==> config.mk <==
export PLATFORM = sky130hd
export DESIGN_NAME = nes_pad_poller
export DESIGN_NICKNAME = d
export VERILOG_FILES = /design/src/rtl/nes_pkg.sv /design/src/rtl/sync2.sv /design/src/rtl/nes_pad_poller.sv
export SDC_FILE = /design/constraint.sdc
export NUM_CORES = 1
export LEC_CHECK = 0
export BUFFER_PORTS_ARGS = -buffer_cell sky130_fd_sc_hd__buf_2
export CORE_ASPECT_RATIO = 1.5
export CORE_MARGIN = 2
export CORE_UTILIZATION = 53
export DETAILED_ROUTE_END_ITERATION = 10
export GPL_TIMING_DRIVEN = 0
export PLACE_DENSITY_LB_ADDON = 0.15
export SLEW_MARGIN = 40
export SYNTH_ARGS = -nofsm -noshare
export SYNTH_HDL_FRONTEND = slang
export SYNTH_SLANG_ARGS = --single-unit
==> constraint.sdc <==
create_clock -name clk_25mhz -period 1.59 [get_ports clk_25mhz]
set_input_delay 0.318 -clock clk_25mhz [delete_from_list [all_inputs] [get_ports clk_25mhz]]
set_output_delay 0.318 -clock clk_25mhz [all_outputs]
set_load 0.01 [all_outputs]
==> src/rtl/nes_pkg.sv <==
// nes_pkg: shared constants for the NES pad poller (FSM encoding, button bit indices, default timing).
package nes_pkg;
  localparam logic [2:0] ST_IDLE   = 3'd0;
  localparam logic [2:0] ST_LATCH  = 3'd1;
  localparam logic [2:0] ST_SETTLE = 3'd2;
  localparam logic [2:0] ST_CLK_HI = 3'd3;
  localparam logic [2:0] ST_DONE   = 3'd4;
  localparam int BTN_A      = 0;
  localparam int BTN_B      = 1;
  localparam int BTN_SELECT = 2;
  localparam int BTN_START  = 3;
  localparam int BTN_UP     = 4;
  localparam int BTN_DOWN   = 5;
  localparam int BTN_LEFT   = 6;
  localparam int BTN_RIGHT  = 7;
  localparam int DEF_POLL_DIV     = 416667;
  localparam int DEF_LATCH_CYCLES = 300;
  localparam int DEF_HALF_CYCLES  = 150;
  // Counter width able to hold 0..n-1, never narrower than one bit.
  function automatic int cnt_w(input int n);
    return n < 2 ? 1 : $clog2(n);
  endfunction
endpackage

==> src/rtl/sync2.sv <==
// sync2: two-flop synchronizer for one asynchronous input.
//   clk  : destination clock
//   rst  : synchronous active-high reset, loads RST_VAL into both flops
//   d    : asynchronous input
//   q    : synchronized output, two cycles behind d
module sync2 #(
  parameter logic RST_VAL = 1'b0
) (
  input  logic clk,
  input  logic rst,
  input  logic d,
  output logic q
);
  logic m;
  always_ff @(posedge clk) begin
    if (rst) begin
      m <= RST_VAL;
      q <= RST_VAL;
    end else begin
      m <= d;
      q <= m;
    end
  end
endmodule

==> src/rtl/nes_pad_poller.sv <==
// nes_pad_poller: periodically latches and serially reads an NES pad, publishing active-high buttons.
//   clk_25mhz  : system clock
//   rst        : synchronous active-high reset
//   pad_data   : serial data from the pad, low = pressed, asynchronous
//   pad_latch  : parallel-load strobe to the pad
//   pad_clk    : shift clock to the pad (pad shifts on rising edge)
//   buttons    : button state, bit 0=A .. bit 7=Right
//   frame_done : one-cycle pulse when buttons was just updated
//   int_out    : one-cycle pulse when the new buttons differ from the previous value
module nes_pad_poller
  import nes_pkg::*;
#(
  parameter int POLL_DIV     = DEF_POLL_DIV,
  parameter int LATCH_CYCLES = DEF_LATCH_CYCLES,
  parameter int HALF_CYCLES  = DEF_HALF_CYCLES
) (
  input  logic       clk_25mhz,
  input  logic       rst,
  input  logic       pad_data,
  output logic       pad_latch,
  output logic       pad_clk,
  output logic [7:0] buttons,
  output logic       frame_done,
  output logic       int_out
);
  localparam int PW = cnt_w(POLL_DIV);
  localparam int TW = cnt_w(LATCH_CYCLES > HALF_CYCLES ? LATCH_CYCLES : HALF_CYCLES);
  logic          data_s;
  logic          poll_tick;
  logic          t_end;
  logic [PW-1:0] poll_cnt;
  logic [TW-1:0] timer;
  logic [2:0]    state;
  logic [2:0]    nxt;
  logic [2:0]    bit_idx;
  logic [7:0]    shift;
  // An open line idles high, so resetting the synchronizer high avoids a fake press.
  sync2 #(.RST_VAL(1'b1)) u_sync (
    .clk (clk_25mhz),
    .rst (rst),
    .d   (pad_data),
    .q   (data_s)
  );
  assign poll_tick = poll_cnt == PW'(POLL_DIV - 1);
  always_comb t_end = state == ST_LATCH ? timer == TW'(LATCH_CYCLES - 1)
                                        : timer == TW'(HALF_CYCLES - 1);
  // Ticks outside IDLE are dropped; unknown encodings recover to IDLE.
  always_comb begin
    nxt = state == ST_IDLE   ? (poll_tick ? ST_LATCH : ST_IDLE)
        : state == ST_DONE   ? ST_IDLE
        : state >  ST_DONE   ? ST_IDLE
        : !t_end             ? state
        : state == ST_LATCH  ? ST_SETTLE
        : state == ST_CLK_HI ? ST_SETTLE
        : bit_idx == 3'd7    ? ST_DONE
        :                      ST_CLK_HI;
  end
  always_ff @(posedge clk_25mhz) begin
    if (rst) begin
      poll_cnt   <= '0;
      state      <= ST_IDLE;
      timer      <= '0;
      bit_idx    <= '0;
      shift      <= '0;
      pad_latch  <= 1'b0;
      pad_clk    <= 1'b0;
      buttons    <= '0;
      frame_done <= 1'b0;
      int_out    <= 1'b0;
    end else begin
      poll_cnt <= poll_tick ? '0 : poll_cnt + PW'(1);
      state    <= nxt;
      timer    <= nxt != state ? '0 : timer + TW'(1);
      // Bit is sampled at the very end of the settle window, just before pad_clk rises.
      if (state == ST_SETTLE && t_end) begin
        shift[bit_idx] <= ~data_s;
        if (bit_idx != 3'd7) bit_idx <= bit_idx + 3'd1;
      end
      if (state == ST_DONE) begin
        bit_idx <= '0;
        buttons <= shift;
      end
      // Pad strobes follow the next state so they are clean flop outputs aligned with the state.
      pad_latch  <= nxt == ST_LATCH;
      pad_clk    <= nxt == ST_CLK_HI;
      frame_done <= state == ST_DONE;
      int_out    <= state == ST_DONE && shift != buttons;
    end
  end
endmodule

==> reports/qor.txt <==
Root buffer cell = clkbuf_8
Die boundary height = 87.1 µm
Critical path capture point type = register
Status = complete, but fails checks
Ant diodes = 0
Fill cells = 351
Grt ovf = 0
Unrepaired setup endpoints after global routing = true
IO Pins = 15
Critical path arrival = 1970 ps
Worst-case clock buffer depth = 2
Top Metal Used = met4
Fin crit share = 1.11
Sequential power share = 0.631
Htree depth = 2
Yosys reg bits = 56
Largest net degree at the start of global routing = 16
Detailed Routing Iterations Pass 1 = 4
Pwr Density = 730 nW/µm²
Comb power frac = 0.050
Setup WS pre-CTS = -303 ps
Crit path launch type = register
Clock sink total = 56
Net Sw Power = 0.503 mW
Cts bufs inserted = 5
WS Path Type = reg2reg
Worst rel slew slack = 0.571
Clk_skew = 6.04 ps
Reg2reg end = shift[6]
Num rows = 30
Final WS setup = -167 ps
Switching share of power = 0.222
Area of the multi-input gates = 1500 µm²
Wire length on met3 = 136 µm
Worst-path clk slew = 90 ps
Max Freq = 569 MHz
DRT met1 WL = 2050 µm
Post-Syn Instances = 255
Required @ worst endpoint = 1800 ps
Core area = 4470 µm²
EDFF count, synth = 0
Clk pwr share = 0.319
Class of the tightest hold or removal check = in2reg
CTS tree = done
Routed length per instance = 14.6 µm
Hold Path Depth = 2
Worst vdd ir = 692 µV
Leakage Power = 1.18 nW
Ys async rst share = 0
Vias in the first global route = 1864
Synth warn = 0
Register area = 1160 µm²
DR iter-0 viols = 63
Post-DP HPWL = 3240 µm
Antenna violations before repair = 0
Power Internal = 1.77 mW
Reg2reg setup slack = -170 ps
Synth cell types = 46
Clock Latency Late Sink = 300 ps
Hold wc startpoint = pad_data
Mapped cell area = 2440 µm²
Initial core utilization = 0.546
Synth Flop Type = dfxtp_1
Drt drc = 0
NumNets Final = 301
Hold EP = u_sync.m
Register area share after synthesis = 0.459
Slew @ Worst Pin = 643 ps
Antenna-violating nets left = 0
Failing checks = setup timing
Die W = 59.4 µm
Power, Total = 2.27 mW
Overall Global Routing Usage = 0.206
Syn Nets = 263
Vias = 2012
Drt via density = 5.90
Min Tclk post-route = 1760 ps
Final Hold Viols = 0
Met2 routed WL = 2590 µm
FF-to-FF Start = timer[7]
Final WL = 4990 µm
Mean area per synthesized cell = 9.57 µm²
Hold-fix buffers, CTS = 0
PortBufs = 14
Worst Path Max Fanout = 8
Max_cap viols = 0
First-pass GRT wire length = 8220 µm
Area delta synth->final = 27.3%
Final Max Slew Viols = 0
Final setup vio count = 42
Gpl congestion = 0.838
Die area = 5170 µm²
Worst Reg-to-Reg Cells = 6
Layout cell share with drive strength beyond 1 = 0.386
[final cells by class]
type / count / share of cell area
clock inverter: 1 / 0.00161
tap: 48 / 0.0193
inverter: 6 / 0.00725
sequential: 56 / 0.374
buffer: 6 / 0.0169
timing repair buffer: 31 / 0.0749
multi-input combinational: 187 / 0.483
clock buffer: 6 / 0.0234
[worst max-delay path, stage by stage, from the launching register on]
cell and delay (ps):
dfxtp_4 360, nor4b_4 340, nand4_4 210, a211oi_4 270
buf_6 180, a21oi_1 70, a311oi_1 240
[worst max path at each step]
stage / to / depth (start not counted) / slack [ps] / startpoint
CTS: shift[3] / 6 / -150 / timer[4]
floorplan: timer[3] / 5 / -5 / poll_cnt[13]
global placement: timer[7] / 5 / -270 / poll_cnt[8]
finish: shift[6] / 6 / -170 / timer[7]
detailed placement: timer[0] / 5 / -300 / poll_cnt[8]
global route: shift[2] / 6 / -230 / timer[7]
[synth_stat cells (3+ instances only)]
cell | n | share of area
nor3_1 | 5 | 0.010
or3_1 | 4 | 0.010
nand2_1 | 11 | 0.017
ha_1 | 5 | 0.026
nor2_1 | 36 | 0.055
nand4_1 | 3 | 0.0077
a311oi_1 | 8 | 0.029
a21oi_1 | 14 | 0.029
dfxtp_1 | 56 | 0.46
xnor2_1 | 10 | 0.036
a22o_1 | 8 | 0.029
inv_1 | 6 | 0.0092
o21ai_0 | 3 | 0.0062
and3_1 | 4 | 0.010
or2_2 | 3 | 0.0077
nor2b_1 | 3 | 0.0077
xor2_1 | 20 | 0.072
nor4_1 | 3 | 0.0077
nand3_1 | 14 | 0.029
and4_1 | 3 | 0.011
[flip-flops by register name, summed over array words and instances (netlist names), 3 cells and up]
name / count
bit_idx: 3
poll_cnt: 19
timer: 9
state: 3
shift: 8
buttons: 8
[per-stage QoR]
stage | utilization | std cells | hold WS [ps] | TNS [ps] | area, µm²
final | 0.696 | 341 | 211 | -4620 | 3110
after global routing | 0.696 | 341 | 195 | -7580 | 3110
after CTS | 0.669 | 338 | 198 | -2880 | 2990
after detailed placement | 0.593 | 317 | 396 | -8140 | 2650
after global placement | 0.593 | 317 | 393 | -7410 | 2650
after floorplan | - | 255 | 389 | -26.6 | 2520
[power by group through the flow]
| stage | combinational [mW] | clock [mW] | sequential [mW] |
|---|---|---|---|
| 3_5_place_dp | 0.0704 | 0 | 1.47 |
| 6_report | 0.114 | 0.724 | 1.43 |
| 5_1_grt | 0.123 | 0.816 | 1.43 |
| 2_1_floorplan | 0.0544 | 0 | 1.47 |
| 3_3_place_gp | 0.0705 | 0 | 1.47 |
| 4_1_cts | 0.0962 | 0.753 | 1.44 |
[layer usage]
layer  vias up  global-route usage
li1        986                   -
met1       962               0.238
met2        46               0.345
met3        18              0.0431
met4         0               0.114
met5         -                   0
[cell families after synthesis]
kind of cell / share of synthesized area
mux: 0.00821
flops: 0.459
buf+inv: 0.0205
compound gates: 0.148
fa+ha+maj: 0.0256
xor+xnor: 0.108
simple gates: 0.231
[placed cells by master, fill, tap and decap left out, drive strengths merged]
master	instances
dfxtp	56
nor2	36
buf	36
xor2	20
nand3	14
a21oi	14
nand2	11
xnor2	10
a22o	8
a311oi	8
clkbuf	7
inv	6
nor3	6
ha	5
nand4	5
a211oi	5
and3	4
or3	4
o21ai	4
and4	3
nor2b	3
or2	3
nor4	3
or4b	2
nand2b	2
a21o	2
o31a	2
mux2i	2
nor3b	2
nor4bb	1
a21boi	1
and4b	1
or3b	1
nor4b	1
o41ai	1
and2	1
nand3b	1
o311a	1
clkinv	1
[timing repair]
action                     4_1_cts  5_1_grt
cloned                           2        0
pin swaps                       22       16
resized for setup               43       35
buffers inserted                12        3
setup endpoints to repair       45       44
Power figures use the tool's default switching activity.
